**config.mk**
```make
export PLATFORM = sky130hd
export DESIGN_NAME = soin_gshare_predictor_flat
export DESIGN_NICKNAME = d
export VERILOG_FILES = /design/src/rtl/soin_gshare_predictor_if.sv /design/src/rtl/soin_gshare_predictor.sv /design/src/flat_wrapper.sv
export SDC_FILE = /design/constraint.sdc
export NUM_CORES = 2
export LEC_CHECK = 0
export BUFFER_PORTS_ARGS = -buffer_cell sky130_fd_sc_hd__buf_2
export CAP_MARGIN = 20
export CELL_PAD_IN_SITES_DETAIL_PLACEMENT = 1
export CELL_PAD_IN_SITES_GLOBAL_PLACEMENT = 1
export CORE_AREA = 5 5 667 669
export CTS_BUF_LIST = sky130_fd_sc_hd__clkbuf_16
export DETAILED_ROUTE_END_ITERATION = 12
export DIE_AREA = 0 0 672 674
export HOLD_SLACK_MARGIN = 0.06
export PLACE_DENSITY = 0.54
export SYNTH_ARGS = -nofsm -noshare
export SYNTH_HDL_FRONTEND = slang
export SYNTH_SLANG_ARGS = --single-unit
```
**constraint.sdc**
```tcl
create_clock -name clk -period 69 [get_ports clk]
set_input_delay 6.9 -clock clk [delete_from_list [all_inputs] [get_ports clk]]
set_output_delay 6.9 -clock clk [all_outputs]
set_load 0.01 [all_outputs]
```
**src/rtl/soin_gshare_predictor_if.sv**
```systemverilog
`timescale 1ns/1ps
`default_nettype none
// ============================================================================
// soin_gshare_predictor_if : fetch/execute <-> predictor signal bundle
// Revision: 1.0
// ============================================================================
interface soin_gshare_predictor_if #(
  parameter int IDX_W       = 10,
  parameter int GHR_W       = 10,
  parameter int RAS_DEPTH_L = 4,
  parameter int META_W      = RAS_DEPTH_L + GHR_W + 2 + IDX_W
);
  logic              soin_bpredictor_stall;
  logic [31:0]       fetch_bpredictor_PC;
  logic [31:0]       fetch_bpredictor_inst;
  logic              fetch_redirect;
  logic [31:0]       fetch_redirect_PC;
  logic [31:0]       bpredictor_fetch_p_target;
  logic              bpredictor_fetch_p_dir;
  logic [META_W-1:0] bpredictor_fetch_meta;
  logic              bpredictor_ready;
  logic              execute_bpredictor_update;
  logic              execute_bpredictor_dir;
  logic              execute_bpredictor_miss;
  logic [META_W-1:0] execute_bpredictor_meta;
  logic              execute_bpredictor_recover_ras;

  modport master (
    output soin_bpredictor_stall, fetch_bpredictor_PC, fetch_bpredictor_inst,
           fetch_redirect, fetch_redirect_PC, execute_bpredictor_update,
           execute_bpredictor_dir, execute_bpredictor_miss,
           execute_bpredictor_meta, execute_bpredictor_recover_ras,
    input  bpredictor_fetch_p_target, bpredictor_fetch_p_dir,
           bpredictor_fetch_meta, bpredictor_ready
  );

  modport slave (
    input  soin_bpredictor_stall, fetch_bpredictor_PC, fetch_bpredictor_inst,
           fetch_redirect, fetch_redirect_PC, execute_bpredictor_update,
           execute_bpredictor_dir, execute_bpredictor_miss,
           execute_bpredictor_meta, execute_bpredictor_recover_ras,
    output bpredictor_fetch_p_target, bpredictor_fetch_p_dir,
           bpredictor_fetch_meta, bpredictor_ready
  );
endinterface
`default_nettype wire

```
**src/rtl/soin_gshare_predictor.sv**
```systemverilog
`timescale 1ns/1ps
`default_nettype none
// ============================================================================
// soin_gshare_predictor : 2-bit counter direction predictor, speculative GHR,
// circular RAS. Macro SOIN_GSHARE_HASH_EN selects PC^GHR indexing (else bimodal).
// Revision: 1.0
// ============================================================================
module soin_gshare_predictor #(
  parameter int IDX_W       = 10,
  parameter int GHR_W       = 10,
  parameter int RAS_DEPTH_L = 4,
  parameter int META_W      = RAS_DEPTH_L + GHR_W + 2 + IDX_W
) (
  input  wire logic              clk,
  input  wire logic              reset,
  soin_gshare_predictor_if.slave bp
);
  typedef enum logic [0:0] {ST_INIT = 1'b0, ST_RUN = 1'b1} state_t;

  localparam int c_CTR_LSB = IDX_W;
  localparam int c_GHR_LSB = IDX_W + 2;
  localparam int c_PTR_LSB = META_W - RAS_DEPTH_L;
  localparam logic [IDX_W-1:0]       c_IDX_LAST = '1;
  localparam logic [IDX_W-1:0]       c_IDX_ONE  = IDX_W'(1);
  localparam logic [RAS_DEPTH_L-1:0] c_PTR_ONE  = RAS_DEPTH_L'(1);

  state_t                 r_state;
  logic                   r_ready;
  logic [IDX_W-1:0]       r_init_cnt;
  logic [1:0]             r_tbl [0:(1<<IDX_W)-1];
  logic [31:0]            r_ras [0:(1<<RAS_DEPTH_L)-1];
  logic [31:0]            r_pc;
  logic [1:0]             r_ctr;
  logic [IDX_W-1:0]       r_idx;
  logic [GHR_W-1:0]       r_ghr;
  logic [RAS_DEPTH_L-1:0] r_ptr;

  logic                   w_run, w_stall;
  logic [1:0]             w_sel, w_esel;
  logic                   w_uncond, w_call, w_ret, w_cond, w_p_dir;
  logic [31:0]            w_inst, w_pc4, w_ras_top, w_target;
  logic [IDX_W-1:0]       w_idx;
  logic [IDX_W-1:0]       w_upd_idx;
  logic [1:0]             w_upd_ctr, w_ctr_next;
  logic [GHR_W-1:0]       w_upd_ghr;
  logic [RAS_DEPTH_L-1:0] w_upd_ptr;
  logic                   w_upd_en, w_miss, w_recover, w_push;
  logic                   w_tbl_we;
  logic [IDX_W-1:0]       w_tbl_waddr;
  logic [1:0]             w_tbl_wdata;
  logic                   w_unused;

  assign w_run    = (r_state == ST_RUN);
  assign w_stall  = bp.soin_bpredictor_stall;
  assign w_inst   = bp.fetch_bpredictor_inst;
  assign w_sel    = w_inst[31:30];
  assign w_uncond = w_inst[29];
  assign w_call   = w_inst[27];
  assign w_ret    = (w_inst[5:0] == 6'h3A) && (w_inst[16:11] == 6'h05);
  assign w_cond   = (w_sel == 2'b10) && !w_uncond;
  assign w_p_dir  = w_run && (w_uncond || r_ctr[1]);
  assign w_esel   = w_sel & {2{w_p_dir}};
  assign w_pc4    = r_pc + 32'd4;
  assign w_ras_top = r_ras[r_ptr - c_PTR_ONE];

`ifdef SOIN_GSHARE_HASH_EN
  logic [IDX_W-1:0] w_ghr_ext;
  always_comb begin
    w_ghr_ext = '0;
    w_ghr_ext[GHR_W-1:0] = r_ghr;
  end
  assign w_idx = bp.fetch_bpredictor_PC[IDX_W+1:2] ^ w_ghr_ext;
`else
  assign w_idx = bp.fetch_bpredictor_PC[IDX_W+1:2];
`endif

  always_comb begin
    w_target = w_pc4;
    if (bp.fetch_redirect) begin
      w_target = bp.fetch_redirect_PC;
    end else begin
      case (w_esel)
        2'b00:   w_target = w_pc4;
        2'b01:   w_target = w_ras_top;
        2'b10:   w_target = w_pc4 + {{16{w_inst[15]}}, w_inst[15:0]};
        default: w_target = {r_pc[31:28], w_inst[25:0], 2'b00};
      endcase
    end
  end

  assign w_upd_idx = bp.execute_bpredictor_meta[IDX_W-1:0];
  assign w_upd_ctr = bp.execute_bpredictor_meta[c_CTR_LSB +: 2];
  assign w_upd_ghr = bp.execute_bpredictor_meta[c_GHR_LSB +: GHR_W];
  assign w_upd_ptr = bp.execute_bpredictor_meta[c_PTR_LSB +: RAS_DEPTH_L];
  assign w_upd_en  = w_run && bp.execute_bpredictor_update;
  assign w_miss    = w_upd_en && bp.execute_bpredictor_miss;
  assign w_recover = bp.execute_bpredictor_recover_ras;
  assign w_push    = !w_stall && w_call && !w_recover;

  always_comb begin
    w_ctr_next = w_upd_ctr;
    if (bp.execute_bpredictor_dir) begin
      if (w_upd_ctr != 2'b11) w_ctr_next = w_upd_ctr + 2'b01;
    end else begin
      if (w_upd_ctr != 2'b00) w_ctr_next = w_upd_ctr - 2'b01;
    end
  end

  // The init sweep owns the single write port until the table is ready.
  assign w_tbl_we    = !w_run || w_upd_en;
  assign w_tbl_waddr = w_run ? w_upd_idx : r_init_cnt;
  assign w_tbl_wdata = w_run ? w_ctr_next : 2'b01;

  always_ff @(posedge clk) begin
    if (w_tbl_we) r_tbl[w_tbl_waddr] <= w_tbl_wdata;
  end

  always_ff @(posedge clk) begin
    if (w_push) r_ras[r_ptr] <= w_pc4;
  end

  always_ff @(posedge clk or posedge reset) begin
    if (reset) begin
      r_state    <= ST_INIT;
      r_init_cnt <= '0;
      r_ready    <= 1'b0;
    end else begin
      case (r_state)
        ST_INIT: begin
          r_init_cnt <= r_init_cnt + c_IDX_ONE;
          if (r_init_cnt == c_IDX_LAST) begin
            r_state <= ST_RUN;
            r_ready <= 1'b1;
          end
        end
        ST_RUN:  r_ready <= 1'b1;
        default: r_state <= ST_INIT;
      endcase
    end
  end

  // Execute-side recovery (GHR miss, RAS pointer) is applied even while fetch stalls.
  always_ff @(posedge clk or posedge reset) begin
    if (reset) begin
      r_pc  <= '0;
      r_ctr <= 2'b00;
      r_idx <= '0;
      r_ghr <= '0;
      r_ptr <= '0;
    end else begin
      if (!w_stall) begin
        r_pc  <= bp.fetch_bpredictor_PC;
        r_idx <= w_idx;
        r_ctr <= w_run ? r_tbl[w_idx] : 2'b01;
      end
      if (w_miss)
        r_ghr <= {w_upd_ghr[GHR_W-2:0], bp.execute_bpredictor_dir};
      else if (!w_stall && w_cond)
        r_ghr <= {r_ghr[GHR_W-2:0], r_ctr[1]};
      if (w_recover)
        r_ptr <= w_upd_ptr;
      else if (!w_stall && w_call)
        r_ptr <= r_ptr + c_PTR_ONE;
      else if (!w_stall && w_ret)
        r_ptr <= r_ptr - c_PTR_ONE;
    end
  end

  assign bp.bpredictor_fetch_p_target = w_target;
  assign bp.bpredictor_fetch_p_dir    = w_p_dir;
  assign bp.bpredictor_fetch_meta     = {r_ptr, r_ghr, r_ctr, r_idx};
  assign bp.bpredictor_ready          = r_ready;

  assign w_unused = ^{w_inst[28], w_inst[26], w_upd_ghr[GHR_W-1],
                      bp.fetch_bpredictor_PC[31:IDX_W+2], bp.fetch_bpredictor_PC[1:0]};
endmodule
`default_nettype wire

```
**src/flat_wrapper.sv**
```systemverilog
// flat-port wrapper written by rule: the top's interface ports become plain ports
module soin_gshare_predictor_flat 
#(
  parameter int IDX_W       = 10,
  parameter int GHR_W       = 10,
  parameter int RAS_DEPTH_L = 4,
  parameter int META_W      = RAS_DEPTH_L + GHR_W + 2 + IDX_W
)
  (clk, reset, bp_soin_bpredictor_stall, bp_fetch_bpredictor_PC, bp_fetch_bpredictor_inst, bp_fetch_redirect, bp_fetch_redirect_PC, bp_execute_bpredictor_update, bp_execute_bpredictor_dir, bp_execute_bpredictor_miss, bp_execute_bpredictor_meta, bp_execute_bpredictor_recover_ras, bp_bpredictor_fetch_p_target, bp_bpredictor_fetch_p_dir, bp_bpredictor_fetch_meta, bp_bpredictor_ready);
  soin_gshare_predictor_if #(.IDX_W(IDX_W), .GHR_W(GHR_W), .RAS_DEPTH_L(RAS_DEPTH_L), .META_W(META_W)) bp_i ();
  input  wire logic clk;
  input  wire logic reset;
  input wire logic [$bits(bp_i.soin_bpredictor_stall)-1:0] bp_soin_bpredictor_stall;
  input wire logic [$bits(bp_i.fetch_bpredictor_PC)-1:0] bp_fetch_bpredictor_PC;
  input wire logic [$bits(bp_i.fetch_bpredictor_inst)-1:0] bp_fetch_bpredictor_inst;
  input wire logic [$bits(bp_i.fetch_redirect)-1:0] bp_fetch_redirect;
  input wire logic [$bits(bp_i.fetch_redirect_PC)-1:0] bp_fetch_redirect_PC;
  input wire logic [$bits(bp_i.execute_bpredictor_update)-1:0] bp_execute_bpredictor_update;
  input wire logic [$bits(bp_i.execute_bpredictor_dir)-1:0] bp_execute_bpredictor_dir;
  input wire logic [$bits(bp_i.execute_bpredictor_miss)-1:0] bp_execute_bpredictor_miss;
  input wire logic [$bits(bp_i.execute_bpredictor_meta)-1:0] bp_execute_bpredictor_meta;
  input wire logic [$bits(bp_i.execute_bpredictor_recover_ras)-1:0] bp_execute_bpredictor_recover_ras;
  output wire logic [$bits(bp_i.bpredictor_fetch_p_target)-1:0] bp_bpredictor_fetch_p_target;
  output wire logic [$bits(bp_i.bpredictor_fetch_p_dir)-1:0] bp_bpredictor_fetch_p_dir;
  output wire logic [$bits(bp_i.bpredictor_fetch_meta)-1:0] bp_bpredictor_fetch_meta;
  output wire logic [$bits(bp_i.bpredictor_ready)-1:0] bp_bpredictor_ready;
  assign bp_i.soin_bpredictor_stall = bp_soin_bpredictor_stall;
  assign bp_i.fetch_bpredictor_PC = bp_fetch_bpredictor_PC;
  assign bp_i.fetch_bpredictor_inst = bp_fetch_bpredictor_inst;
  assign bp_i.fetch_redirect = bp_fetch_redirect;
  assign bp_i.fetch_redirect_PC = bp_fetch_redirect_PC;
  assign bp_i.execute_bpredictor_update = bp_execute_bpredictor_update;
  assign bp_i.execute_bpredictor_dir = bp_execute_bpredictor_dir;
  assign bp_i.execute_bpredictor_miss = bp_execute_bpredictor_miss;
  assign bp_i.execute_bpredictor_meta = bp_execute_bpredictor_meta;
  assign bp_i.execute_bpredictor_recover_ras = bp_execute_bpredictor_recover_ras;
  assign bp_bpredictor_fetch_p_target = bp_i.bpredictor_fetch_p_target;
  assign bp_bpredictor_fetch_p_dir = bp_i.bpredictor_fetch_p_dir;
  assign bp_bpredictor_fetch_meta = bp_i.bpredictor_fetch_meta;
  assign bp_bpredictor_ready = bp_i.bpredictor_ready;
  soin_gshare_predictor #(.IDX_W(IDX_W), .GHR_W(GHR_W), .RAS_DEPTH_L(RAS_DEPTH_L), .META_W(META_W)) u_core (.clk(clk), .reset(reset), .bp(bp_i));
endmodule
```
# == After elaboration in Yosys (flattened, before gate mapping) ==
# Memory sizes are Yosys's and may differ from the RTL's.
# Cells that the tools add are included.
# word_totals
regBits,70
latch_bits,0
ram_bits,2560
romBits,0
in_bits,130
output_inout_bits,60
word_cells,67
mem_count,2
# op_classes
addsub,7
multipliers,0
div,0
order_cmp,0
eq_ne,8
shifts,0
mux,21
n_bitwise,2
reduce_logical,19
# memory_table
name,depth,word_bits,read_ports,rd_ports_with_merged_regs,write_ports,line_no,text
u_core.r_tbl,1024,2,1,0,1,soin_gshare_predictor.sv:30,logic [1:0] r_tbl [0:(1<<IDX_W)-1];
u_core.r_ras,16,32,1,0,1,soin_gshare_predictor.sv:31,logic [31:0] r_ras [0:(1<<RAS_DEPTH_L)-1];
# op_table
op,count
$pmux W32 S3,1
$add A32 B3 Y32 const B,1
$add A32 B32 Y32,1
$mux W32,1
$mux W10,3
$mux W4,3
$add A10 B1 Y10 const B,1
$eq A10 B10 Y1 const B,1
$mux W2,5
$logic_and A1 B1 Y1,9
$mux W1,7
$eq A6 B3 Y1 const B,1
$eq A6 B6 Y1 const B,1
$add A4 B1 Y4 const B,1
$eq A2 B2 Y1 const B,2
$logic_not A1 Y1,4
$reduce_bool A2 Y1,2
$sub A4 B1 Y4 const B,1
$reduce_bool A3 Y1,1
$add A2 B1 Y2 const B,1
$and A2 B2 Y2,1
$eq A2 B1 Y1 const B,1
$logic_not A2 Y1,1
$logic_or A1 B1 Y1,2
5 further kinds,5

# == Logic depth before layout (Yosys ltp) ==
# logic_depth
word_depth,6
mapped_depth,17
depth_no_buf,15

# == Worst setup path after synthesis ==
# No wires, ideal clock.
# synth_path
kind,input to register
startpoint,input port bp_execute_bpredictor_meta[10]
endpoint,"memory u_core.r_tbl[0][1], data pin"
arrival_time_ns,47.665
path_slack_ns,12.874
cell_stages,2
path_cell_list,nand2_1 a21boi_0
# synth_via
elab_chain_len,4
# synth_rtl
element,line_no,text
"start, declared",flat_wrapper.sv:21,input wire logic [$bits(bp_i.execute_bpredictor_meta)-1:0] bp_execute_bpredictor_meta;
"$sub A2 B1 Y2, or another cell as far along",soin_gshare_predictor.sv:105,if (w_upd_ctr != 2'b00) w_ctr_next = w_upd_ctr - 2'b01;
"$mux W2, on equally long branches","soin_gshare_predictor.sv:105, soin_gshare_predictor.sv:103",
$mux W2 (*),soin_gshare_predictor.sv:102,if (bp.execute_bpredictor_dir) begin
$mux W2 (*),soin_gshare_predictor.sv:112,assign w_tbl_wdata = w_run ? w_ctr_next : 2'b01;
named net u_core.w_tbl_wdata[1],soin_gshare_predictor.sv:50,logic [1:0] w_tbl_wdata;
"end, declared",soin_gshare_predictor.sv:30,
# Mark *: on every way through the listed nets, which the timed path passes. The rest lies on a longest branch.

# == Worst setup path in the final report ==
# layout_path
startpoint,input port bp_fetch_bpredictor_inst[0]
endpoint,output port bp_bpredictor_fetch_p_target[22]
# layout_via
elab_chain_len,3
# layout_rtl
element,line_no,text
"start, declared",flat_wrapper.sv:15,input wire logic [$bits(bp_i.fetch_bpredictor_inst)-1:0] bp_fetch_bpredictor_inst;
$add A32 B32 Y32,soin_gshare_predictor.sv:85,"2'b10: w_target = w_pc4 + {{16{w_inst[15]}}, w_inst[15:0]};"
$pmux W32 S3,soin_gshare_predictor.sv:82,case (w_esel)
$mux W32,soin_gshare_predictor.sv:79,if (bp.fetch_redirect) begin
"end, declared",flat_wrapper.sv:23,output wire logic [$bits(bp_i.bpredictor_fetch_p_target)-1:0] bp_bpredictor_fetch_p_target;
# No other way between the ends.

==> impl_metrics.toml <==
[power_and_ir_drop]
p_comb_frac = 0.065
pwr-share-clk = 0.429
p_leak_nw = 38.6
p_sw_frac = 0.228
p_per_area_nw_per_um2 = 27.2
p_sw_uw = 783
pwr-share-seq = 0.507
ir_worst_vdd_mv = 0.0216
finalPower_mw = 3.44
internal_power_mw = 2.66

[outcome]
outcome = "finished, final reports clean"

[cts]
clk_latency_ps = 860
htree_levels = 5
cts.path.max_buffers = 4
cts.clk_slew.worst_paths_ps = 60
ctsResizeCount = 0
cts_root_buf = "clkbuf_16"
cts_tree = "yes"
post_cts_buffers = 0
numCtsBuffers = 286
cts.sinks = 2620
cts-hold-fix-buffers = 0

[timing]
setup_viol = 0
min_period_ps = 17120
rsz0062_at_grt = "false"
finalCritPeriodShare = 0.248
fin_skew_ps = 70.0
relSlewSlack = 0.182
hold_violations = 0
maxSlewViolCount = 0
fin_tns_setup_ps = 0
tightest_slew_ps = 1220
clock.fmax_mhz = 58.4

[global_route]
grt_pass1_wl_um = 494000
grt_max_degree = 209
grt_usage = 0.150
grt_pass1_vias = 64600
antenna_found_initial = 29
gr-total-overflow = 0

[critical_path]
crit_chain = "buf_2 > ha_1 > fa_1 > a21o_1 > a21oi_1 > o21bai_1 > a311o_1 > o21ai_1 > o31ai_1 > xor2_1 > nand2_1 > a221oi_1 > buf_2"
max_stage_delay_ps = 430
cp-start-kind = "input pin"
worstPathRequired_ps = 62100
cp_num_buf_inv = 2
crit_family = "compound AO/OA/AOI/OAI gates"
cp_slowest_cell = "fa_1"
worst_setup_path_end_kind = "primary output"
crit_type = "input pin to primary output"
crit_arrival_ps = 10220
crit_path_frequent_cell = "buf_2"
worstPathMaxFanout = 4

[finish]
nNetsFinal = 6707
ff_latch_area_um2 = 78400
n_fill_cell = 45200
syn_to_final_growth_pct = 15.6
drive_above_1_share = 0.231
multiInputGateArea_um2 = 28900
layout_commonest_cell = "edfxtp_1"
most-common-layout-cells = "2560 x edfxtp_1, 1110 x nor2_1, 635 x mux4_2, 293 x clkbuf_16, 219 x nand2_1"

[floorplan]
die_area_um2 = 453000
initial_core_util = 0.250
pin_count = 190
rows = 243
coreArea_um2 = 438000
die_y_um = 674
dieWidth_um = 672

[routing]
wl_per_cell_um = 27.9
viasPerCell = 4.85
vias = 60700
drtIter0Drc = 5934
wl_um = 349000
ant_nets = 0
drc_errors = 0
dr.pass1.iters = 5

[logic_synthesis]
yosysSeqAreaShare = 0.718
async_flop_share = 0.0229
synth_top_flop_cell = "edfxtp_1"
syn_area_um2 = 109000
synth_nets = 6496
ys_warn_count = 0
synth_cell_types = 78
synth-edff-count = 2560
synth_seq_cells = 2620
syn_area_per_cell_um2 = 17.3
synth_cells = 6323

[job]
maxCapViolCount = 0

[placed_design]
dp_hpwl_um = 204000
numPortBuffers = 186
place_congestion = 0.822

[worst_hold_path]
holdCritPathClass = "flip-flop to flip-flop"
[synthesized netlist by cell type (60+ instances only)]
library cell	instances	area share
edfxtp_1	2560	0.70
nor2_1	1125	0.039
mux4_2	635	0.13
clkbuf_1	293	0.010
nand2_1	235	0.0081
mux2i_1	199	0.018
o21ai_0	139	0.0064
a21oi_1	89	0.0041
buf_2	78	0.0036
nand3_1	62	0.0028
dfrtp_1	60	0.014
[layout make-up]
cell class	count	share of cell area
flip-flops and latches	2620	0.621
multi-input cells	3187	0.229
clock buffers	293	0.0581
well taps	5757	0.0570
repair buffers	401	0.0226
clock inverters	205	0.0115
inverters	38	0.00114
diodes	8	0.000159
[final timing paths]
check	startpoint	to	slack (ps)	depth (start not counted)
worst max register to register	u_core.r_state	u_core.r_tbl[324][1]	64030	5
worst min register to register	u_core.bp.bpredictor_ready	u_core.bp.bpredictor_ready	470	1
worst min-delay path	u_core.bp.bpredictor_ready	u_core.bp.bpredictor_ready	470	1
min in group asynchronous	reset	u_core.r_pc[30]	6320	3
worst max-delay path	bp_fetch_bpredictor_inst[0]	bp_bpredictor_fetch_p_target[22]	51880	13
max in group asynchronous	reset	u_core.r_ptr[0]	62010	3
[state kept, by name, summed over array words and instances, names as in the netlist]
| register | cells |
|---|---|
| u_core.bp.bpredictor_ready | 1 |
| u_core.r_ctr | 2 |
| u_core.r_ghr | 10 |
| u_core.r_idx | 9 |
| u_core.r_init_cnt | 10 |
| u_core.r_pc | 23 |
| u_core.r_ptr | 4 |
| u_core.r_ras | 512 |
| u_core.r_state | 1 |
| u_core.r_tbl | 2048 |
[power groups by stage]
stage	Sequential [mW]	Clock (mW)	Combinational, mW
2_1_floorplan	1.77	0	0.142
3_3_place_gp	1.78	0	0.226
3_5_place_dp	1.78	0	0.227
4_1_cts	1.74	1.51	0.227
5_1_grt	1.74	1.58	0.237
6_report	1.74	1.47	0.223
[through the flow]
step / cells / setup WS (ps) / cell area (µm²) / hold slack, ps / utilization
2_1_floorplan: 6323 / 12870 / 109000 / 482 / -
3_3_place_gp: 12000 / 51850 / 117000 / 454 / 0.268
3_5_place_dp: 12000 / 51830 / 117000 / 469 / 0.268
4_1_cts: 12500 / 51820 / 126000 / 482 / 0.288
5_1_grt: 12500 / 51700 / 126000 / 485 / 0.289
6_report: 12500 / 51880 / 126000 / 471 / 0.289
[worst reg2reg max path, cell delays in order (launching register included)]
cell,delay [ps]
dfrtp_2,400
a21boi_4,700
buf_4,900
buf_4,950
buf_4,700
buf_4,840
[kinds of logic (layout without fill, tap and decap cells)]
family	count (synthesis)	in the layout	share of synthesized area
flops	2620	2620	0.718
buf+inv	516	937	0.0223
compound gates	532	532	0.0322
other cells	0	8	0
mux	887	887	0.155
simple gates	1659	1659	0.0630
fa+ha+maj	43	43	0.00499
xor+xnor	66	66	0.00529
[routing by layer]
| metal | share of wire | vias up | wire, µm | track usage |
|---|---|---|---|---|
| li1 | - | 25400 | - | - |
| met1 | 0.42 | 32900 | 147000 | 0.198 |
| met2 | 0.50 | 1943 | 173000 | 0.256 |
| met3 | 0.056 | 445 | 19700 | 0.0213 |
| met4 | 0.028 | 2 | 9740 | 0.0417 |
| met5 | 0.000037 | - | 13 | 0 |
Note: power is estimated with default switching activity, not from simulation.
